`src/rtl/tdc_therm_if.sv`:
```
// ---------------------------------------------------------------------------
// tdc_therm_if
// Bundles the thermometer-code inputs from the TDC phase detector and the
// decoded phase-error outputs that go to the digital loop filter.
//
// Signals:
//   up_error   [THERM_W] thermometer code of the UP pulse length (LSB-first fill)
//   dwn_error  [THERM_W] thermometer code of the DWN pulse length
//   phase_err  [ERR_W]   signed up_count - dwn_count, held between strobes
//   err_valid            one-cycle strobe qualifying phase_err
//   overflow             timeout or saturated code, presented with err_valid
//   bubble_err           non-thermometric code seen, presented with err_valid
//   busy                 decoder is in any state other than IDLE
//
// Modports:
//   master : detector/loop side, drives the codes and reads the result
//   slave  : the decoder
// ---------------------------------------------------------------------------
interface tdc_therm_if #(
  parameter int THERM_W = 32,
  parameter int ERR_W   = 7
);
  logic        [THERM_W-1:0] up_error;
  logic        [THERM_W-1:0] dwn_error;
  logic signed [ERR_W-1:0]   phase_err;
  logic                      err_valid;
  logic                      overflow;
  logic                      bubble_err;
  logic                      busy;

  modport master (
    output up_error, dwn_error,
    input  phase_err, err_valid, overflow, bubble_err, busy
  );

  modport slave (
    input  up_error, dwn_error,
    output phase_err, err_valid, overflow, bubble_err, busy
  );
endinterface

```
`src/rtl/tdc_therm_decoder.sv`:
```
// ---------------------------------------------------------------------------
// tdc_therm_decoder
// Converts the TDC's thermometer-coded UP/DWN pulse-length words into one
// signed phase error per measurement window. Each window starts when either
// code goes non-zero and ends when both are zero again; the peak length of
// each code over the window is kept, because the detector clears its shift
// registers asynchronously and the final sampled word is not the peak.
//
// Ports:
//   clk    system clock (same clock as the TDC shift registers)
//   reset  synchronous, active-high
//   tdc    tdc_therm_if.slave: up_error/dwn_error in,
//          phase_err/err_valid/overflow/bubble_err/busy out
//
// Build option:
//   TDC_POPCOUNT_EN  when defined, a word's count is its popcount, which
//                    tolerates bubbles; otherwise the count is the position
//                    of the highest set bit. Both agree on clean codes.
//                    bubble_err is reported the same way in both builds.
// ---------------------------------------------------------------------------
module tdc_therm_decoder #(
  parameter int THERM_W     = 32,
  parameter int CNT_W       = 6,
  parameter int ERR_W       = 7,
  parameter int TIMEOUT_CYC = 64
) (
  input  logic      clk,
  input  logic      reset,
  tdc_therm_if.slave tdc
);

  localparam int                TMR_W    = $clog2(TIMEOUT_CYC);
  localparam logic [CNT_W-1:0]  FULL_CNT = CNT_W'(THERM_W);
  localparam logic [TMR_W-1:0]  TMR_LAST = TMR_W'(TIMEOUT_CYC - 1);

  typedef enum logic [1:0] {IDLE, MEASURE, EMIT, WAIT_CLR} state_t;

  function automatic logic [CNT_W-1:0] therm_count(input logic [THERM_W-1:0] w);
    logic [CNT_W-1:0] c;
    c = '0;
`ifdef TDC_POPCOUNT_EN
    for (int i = 0; i < THERM_W; i++) c = c + CNT_W'(w[i]);
`else
    for (int i = 0; i < THERM_W; i++) if (w[i]) c = CNT_W'(i + 1);
`endif
    return c;
  endfunction

  // A clean code is 2^n-1; adding one then clears every set bit.
  function automatic logic is_bubble(input logic [THERM_W-1:0] w);
    return (w & (w + THERM_W'(1))) != '0;
  endfunction

  function automatic logic [CNT_W-1:0] cnt_max(input logic [CNT_W-1:0] a,
                                               input logic [CNT_W-1:0] b);
    return (a > b) ? a : b;
  endfunction

  // Counts are at most THERM_W, so the difference always fits in ERR_W.
  function automatic logic signed [ERR_W-1:0] phase_diff(input logic [CNT_W-1:0] up,
                                                         input logic [CNT_W-1:0] dwn);
    logic signed [ERR_W-1:0] su;
    logic signed [ERR_W-1:0] sd;
    su = signed'(ERR_W'(up));
    sd = signed'(ERR_W'(dwn));
    return su - sd;
  endfunction

  logic        [THERM_W-1:0] up_p0, dwn_p0;
  logic signed [ERR_W-1:0]   phase_err_p1;
  logic                      vld_p1, ovf_p1, bub_p1;

  state_t           state, state_nxt;
  logic [CNT_W-1:0] peak_up, peak_dwn, peak_up_nxt, peak_dwn_nxt;
  logic [TMR_W-1:0] timer, timer_nxt;
  logic             bub_flag, bub_nxt, ovf_flag, ovf_nxt, to_flag, to_nxt;
  logic             emit_load, emit_ovf;

  logic [CNT_W-1:0] cnt_up, cnt_dwn;
  logic             bub_now, full_now, any_nz;

  // ---- stage p0: input capture ----
  always_ff @(posedge clk) begin
    if (reset) begin
      up_p0  <= '0;
      dwn_p0 <= '0;
    end else begin
      up_p0  <= tdc.up_error;
      dwn_p0 <= tdc.dwn_error;
    end
  end

  assign cnt_up   = therm_count(up_p0);
  assign cnt_dwn  = therm_count(dwn_p0);
  assign bub_now  = is_bubble(up_p0) | is_bubble(dwn_p0);
  assign full_now = (cnt_up == FULL_CNT) | (cnt_dwn == FULL_CNT);
  assign any_nz   = (up_p0 != '0) | (dwn_p0 != '0);

  always_comb begin
    state_nxt    = state;
    peak_up_nxt  = peak_up;
    peak_dwn_nxt = peak_dwn;
    timer_nxt    = timer;
    bub_nxt      = bub_flag;
    ovf_nxt      = ovf_flag;
    to_nxt       = to_flag;
    emit_load    = 1'b0;
    emit_ovf     = 1'b0;
    case (state)
      IDLE: begin
        peak_up_nxt  = '0;
        peak_dwn_nxt = '0;
        timer_nxt    = '0;
        bub_nxt      = 1'b0;
        ovf_nxt      = 1'b0;
        to_nxt       = 1'b0;
        if (any_nz) begin
          state_nxt    = MEASURE;
          peak_up_nxt  = cnt_up;
          peak_dwn_nxt = cnt_dwn;
          bub_nxt      = bub_now;
          ovf_nxt      = full_now;
        end
      end
      MEASURE: begin
        peak_up_nxt  = cnt_max(peak_up, cnt_up);
        peak_dwn_nxt = cnt_max(peak_dwn, cnt_dwn);
        bub_nxt      = bub_flag | bub_now;
        ovf_nxt      = ovf_flag | full_now;
        timer_nxt    = timer + TMR_W'(1);
        // The zero exit is checked first so it wins over a coincident timeout.
        if (!any_nz) begin
          state_nxt = EMIT;
          emit_load = 1'b1;
          emit_ovf  = ovf_nxt;
        end else if (timer == TMR_LAST) begin
          state_nxt = EMIT;
          to_nxt    = 1'b1;
          emit_load = 1'b1;
          emit_ovf  = 1'b1;
        end
      end
      EMIT: begin
        state_nxt = to_flag ? WAIT_CLR : IDLE;
      end
      WAIT_CLR: begin
        if (!any_nz) state_nxt = IDLE;
      end
      default: state_nxt = IDLE;
    endcase
  end

  always_ff @(posedge clk) begin
    if (reset) begin
      state    <= IDLE;
      peak_up  <= '0;
      peak_dwn <= '0;
      timer    <= '0;
      bub_flag <= 1'b0;
      ovf_flag <= 1'b0;
      to_flag  <= 1'b0;
    end else begin
      state    <= state_nxt;
      peak_up  <= peak_up_nxt;
      peak_dwn <= peak_dwn_nxt;
      timer    <= timer_nxt;
      bub_flag <= bub_nxt;
      ovf_flag <= ovf_nxt;
      to_flag  <= to_nxt;
    end
  end

  // ---- stage p1: result registers, held between strobes ----
  always_ff @(posedge clk) begin
    if (reset) begin
      vld_p1       <= 1'b0;
      phase_err_p1 <= '0;
      ovf_p1       <= 1'b0;
      bub_p1       <= 1'b0;
    end else begin
      vld_p1 <= emit_load;
      if (emit_load) begin
        phase_err_p1 <= phase_diff(peak_up_nxt, peak_dwn_nxt);
        ovf_p1       <= emit_ovf;
        bub_p1       <= bub_nxt;
      end
    end
  end

  assign tdc.phase_err  = phase_err_p1;
  assign tdc.err_valid  = vld_p1;
  assign tdc.overflow   = ovf_p1;
  assign tdc.bubble_err = bub_p1;
  assign tdc.busy       = (state != IDLE);

endmodule

```
`src/flat_wrapper.sv`:
```
// flat-port wrapper written by rule: the top's interface ports become plain ports
module tdc_therm_decoder_flat 
#(
  parameter int THERM_W     = 32,
  parameter int CNT_W       = 6,
  parameter int ERR_W       = 7,
  parameter int TIMEOUT_CYC = 64
)
  (clk, reset, tdc_up_error, tdc_dwn_error, tdc_phase_err, tdc_err_valid, tdc_overflow, tdc_bubble_err, tdc_busy);
  tdc_therm_if #(.THERM_W(THERM_W), .ERR_W(ERR_W)) tdc_i ();
  input  logic clk;
  input  logic reset;
  input wire logic [$bits(tdc_i.up_error)-1:0] tdc_up_error;
  input wire logic [$bits(tdc_i.dwn_error)-1:0] tdc_dwn_error;
  output wire logic [$bits(tdc_i.phase_err)-1:0] tdc_phase_err;
  output wire logic [$bits(tdc_i.err_valid)-1:0] tdc_err_valid;
  output wire logic [$bits(tdc_i.overflow)-1:0] tdc_overflow;
  output wire logic [$bits(tdc_i.bubble_err)-1:0] tdc_bubble_err;
  output wire logic [$bits(tdc_i.busy)-1:0] tdc_busy;
  assign tdc_i.up_error = tdc_up_error;
  assign tdc_i.dwn_error = tdc_dwn_error;
  assign tdc_phase_err = tdc_i.phase_err;
  assign tdc_err_valid = tdc_i.err_valid;
  assign tdc_overflow = tdc_i.overflow;
  assign tdc_bubble_err = tdc_i.bubble_err;
  assign tdc_busy = tdc_i.busy;
  tdc_therm_decoder #(.THERM_W(THERM_W), .CNT_W(CNT_W), .ERR_W(ERR_W), .TIMEOUT_CYC(TIMEOUT_CYC)) u_core (.clk(clk), .reset(reset), .tdc(tdc_i));
endmodule
```
`config.mk`:
```
export PLATFORM = sky130hd
export DESIGN_NAME = tdc_therm_decoder_flat
export DESIGN_NICKNAME = d
export VERILOG_FILES = /design/src/rtl/tdc_therm_if.sv /design/src/rtl/tdc_therm_decoder.sv /design/src/flat_wrapper.sv
export SDC_FILE = /design/constraint.sdc
export NUM_CORES = 1
export LEC_CHECK = 0
export ABC_AREA = 1
export CAP_MARGIN = 10
export CORE_MARGIN = 2
export CORE_UTILIZATION = 50
export DETAILED_ROUTE_END_ITERATION = 16
export PLACE_DENSITY = 0.76
export RECOVER_POWER = 50
export SYNTH_ARGS = -nofsm -noshare
export SYNTH_HDL_FRONTEND = slang
export SYNTH_SLANG_ARGS = --single-unit
```
`constraint.sdc`:
```
create_clock -name clk -period 4.27 [get_ports clk]
set_input_delay 0.6405 -clock clk [delete_from_list [all_inputs] [get_ports clk]]
set_output_delay 0.6405 -clock clk [all_outputs]
set_load 0.02 [all_outputs]
```
==> flow_metrics.tcl <==
set metrics [dict create \
    outcome "finished with violations" \
    violations "negative setup slack" \
    power.total_mw 2.273 \
    initial_utilization 0.5119 \
    drt_iter0_drc 331 \
    gr-usage-met3 0.05394 \
    io_buffers 76 \
    critPathKind "reg -> reg" \
    clock_latency_ns 0.37 \
    yosysWarnings 0 \
    cts.clk_slew.worst_paths_ns 0.09 \
    cts.path.max_buffers 2 \
    worstMarginPinSlew_ns 0.6856 \
    firstDrtPassIters 5 \
    crit_required_ns 4.56 \
    final_cell_mix "inv_1, nand2_1, nor2_1" \
    rr_worst_depth 48 \
    ys_ff_latch 97 \
    critPathMaxStageDelay_ns 0.36 \
    yosys_most_used_dff "dfxtp_1" \
    grt_pass1_wl_um 22510 \
    critPathMaxFanout 6 \
    finClkSkew_ns 0.01618 \
    drc 0 \
    r2r-end "u_core.tdc.phase_err[5]$_SDFFE_PP0P_" \
    ys_seq_area_frac 0.3499 \
    final_layout_size_suffix_gt1_frac 0.09875 \
    seq_area_mm2 0.001946 \
    holdPathEnd "u_core.tdc.overflow$_SDFFE_PP0P_" \
    cts_tree "built" \
    maxCapViolCount 0 \
    grt_max_degree 51 \
    antenna_found_initial 0 \
    viasPerCell 5.030 \
    arrival_ns 4.59 \
    worst_slack_ns -0.02380 \
    worstHoldStart "u_core.ovf_flag$_SDFFE_PP0N_" \
    fill_cells 978 \
    row_count 38 \
    final.period_utilization 1.006 \
    async_flop_share 0 \
    slowest_stage "dfxtp_2" \
    rsz0062_at_grt "true" \
    grt_util_all_layers 0.2374 \
    netlist_instances 857 \
    syn_nets 943 \
    grt_pass1_vias 5045 \
    period_minus_slack_ns 4.294 \
    cpMostUsedCell "nand2_1" \
    gr-total-overflow 0 \
    syn_to_final_growth_pct 24.67 \
    setup-violations-final 1 \
    n_antenna_cell 0 \
    pin_count 77 \
    gp_congestion 0.9514 \
    crit_family "simple AND/OR/NAND/NOR gates" \
    core_area_mm2 0.01084 \
    ant_nets 0 \
    worstHoldPathType "reg -> reg" \
    cts_root_buffer "clkbuf_8" \
    met2_usage 0.3805 \
    chipHeight_um 109.3 \
    post-dp-hpwl_um 10410 \
    htree_num_levels 3 \
    multi_input_comb_area_mm2 0.002888 \
    die_w_um 109.3 \
    wl_per_cell_um 12.31 \
    synth.distinct_cells 47 \
    clock-sinks 97 \
    syn_area_mm2 0.005549 \
    hold_depth 2 \
    synth_edf_count 0 \
    power_leakage_nw 3.297 \
    final_nets 1043 \
    finalHoldViolCount 0 \
    path_buf_inv 2 \
    fp.dieArea_mm2 0.01196 \
    maxSlewViolCount 0 \
    gr-max-usage-layer "met2" \
    avgSynthCellArea_um2 6.475 \
    slew_headroom 0.5429 \
    vias 5543 \
    grtUsageMet1 0.3215 \
    numCtsBuffers 9 \
    r2r_slack_ns -0.02 \
    layout_commonest_cell "inv_1" \
    end_kind "flop" \
    p_per_area_mw_per_mm2 328.6 \
    wl_um 13560 \
    r2r-start "u_core.dwn_p0[1]$_SDFF_PP0_" \
    dp_slack_ns -0.1400 \
    max_freq_ghz 0.2329 \
    ir_worst_vdd_mv 0.2737 \
    critPathLaunchType "flop" \
]
[kinds of logic (layout without fill, tap and decap cells)]
logic type                 after synthesis  count (layout)  synth area share
and+or+nand+nor                        377             377            0.2983
muxes                                    1               1          0.002029
DFF                                     97              97            0.3499
AOI/OAI and AO/OA                      143             143            0.1479
adders and majority gates               20              20           0.04645
buffers and inverters                  214             319            0.1475
xor gates and xnor gates                 5               5          0.007893
[worst reg2reg max path: cells and delay by family, from the launching register on]
kind | cells | cell delay (ns)
fa+ha+maj | 2 | 0.49
buf+inv | 2 | 0.09
simple gates | 33 | 1.78
compound gates | 10 | 1.37
flops | 1 | 0.36
xor+xnor | 1 | 0.14
[metal layers]
metal / vias to the layer above / routed length (um)
li1: 2906 / -
met1: 2460 / 6445
met2: 157 / 6061
met3: 20 / 829
met4: 0 / 228
met5: - / 0
[synthesized netlist by cell type, types with 11 or more instances]
library cell  number  area, um2
nor3_1            20      100.1
nor2_1           138      518.0
nand2_1          148      555.5
clkbuf_1          14      52.55
nand4_1           13      81.33
ha_1              19      237.7
inv_1            192      720.7
a21oi_1           48      240.2
o21ai_0           51      255.2
dfxtp_1           97       1942
nor4_1            11      68.82
nand3_1           27      135.1
[layout make-up]
cell class | count | share of cell area
tap | 140 | 0.02532
sequential | 97 | 0.2812
timing repair buffer | 105 | 0.1413
inverter | 198 | 0.1074
clock buffer | 13 | 0.02152
multi-input combinational | 546 | 0.4174
clock inverter | 3 | 0.005788
[stage by stage]
step | area, um2 | instances | hold slack, ns | util | TNS (ns)
floorplan | 5549 | 857 | 0.4326 | - | 0
global route | 6918 | 1102 | 0.5065 | 0.6382 | -1.863
CTS | 6790 | 1097 | 0.4614 | 0.6264 | 0
finish | 6918 | 1102 | 0.4623 | 0.6382 | -0.02380
global placement | 6585 | 1081 | 0.4514 | 0.6075 | -0.03271
detailed placement | 6585 | 1081 | 0.4510 | 0.6075 | -0.1881
[how the worst max path moves through the flow]
stage,start,endpoint,cells after the start
global placement,u_core.dwn_p0[1]$_SDFF_PP0_,u_core.tdc.phase_err[5]$_SDFFE_PP0P_,48
floorplan,u_core.dwn_p0[1]$_SDFF_PP0_,u_core.tdc.phase_err[5]$_SDFFE_PP0P_,48
detailed placement,u_core.dwn_p0[1]$_SDFF_PP0_,u_core.tdc.phase_err[5]$_SDFFE_PP0P_,48
global route,u_core.dwn_p0[1]$_SDFF_PP0_,u_core.tdc.phase_err[5]$_SDFFE_PP0P_,48
CTS,u_core.dwn_p0[1]$_SDFF_PP0_,u_core.tdc.phase_err[5]$_SDFFE_PP0P_,48
finish,u_core.dwn_p0[1]$_SDFF_PP0_,u_core.tdc.phase_err[5]$_SDFFE_PP0P_,48
[power breakdown]
group	leakage [nW]	internal, mW	switching [mW]
clock	0.0974	0.286	0.298
combinational	2.40	0.309	0.367
sequential	0.805	0.959	0.0556
[state kept, by name, summed over array words and instances, names as in the netlist]
| register | count |
|---|---|
| u_core.tdc.bubble_err | 1 |
| u_core.state | 2 |
| u_core.to_flag | 1 |
| u_core.dwn_p0 | 32 |
| u_core.timer | 6 |
| u_core.ovf_flag | 1 |
| u_core.bub_flag | 1 |
| u_core.peak_up | 6 |
| u_core.tdc.phase_err | 7 |
| u_core.tdc.err_valid | 1 |
| u_core.peak_dwn | 6 |
| u_core.up_p0 | 32 |
| u_core.tdc.overflow | 1 |
[repair_timing]
action	CTS	global route
hold endpoints to repair	0	0
setup buffers	0	5
setup endpoints to repair	4	6
pin swaps	2	12
hold buffers	0	0
gates resized for setup	6	32
Note: power is estimated with default switching activity, not from simulation.
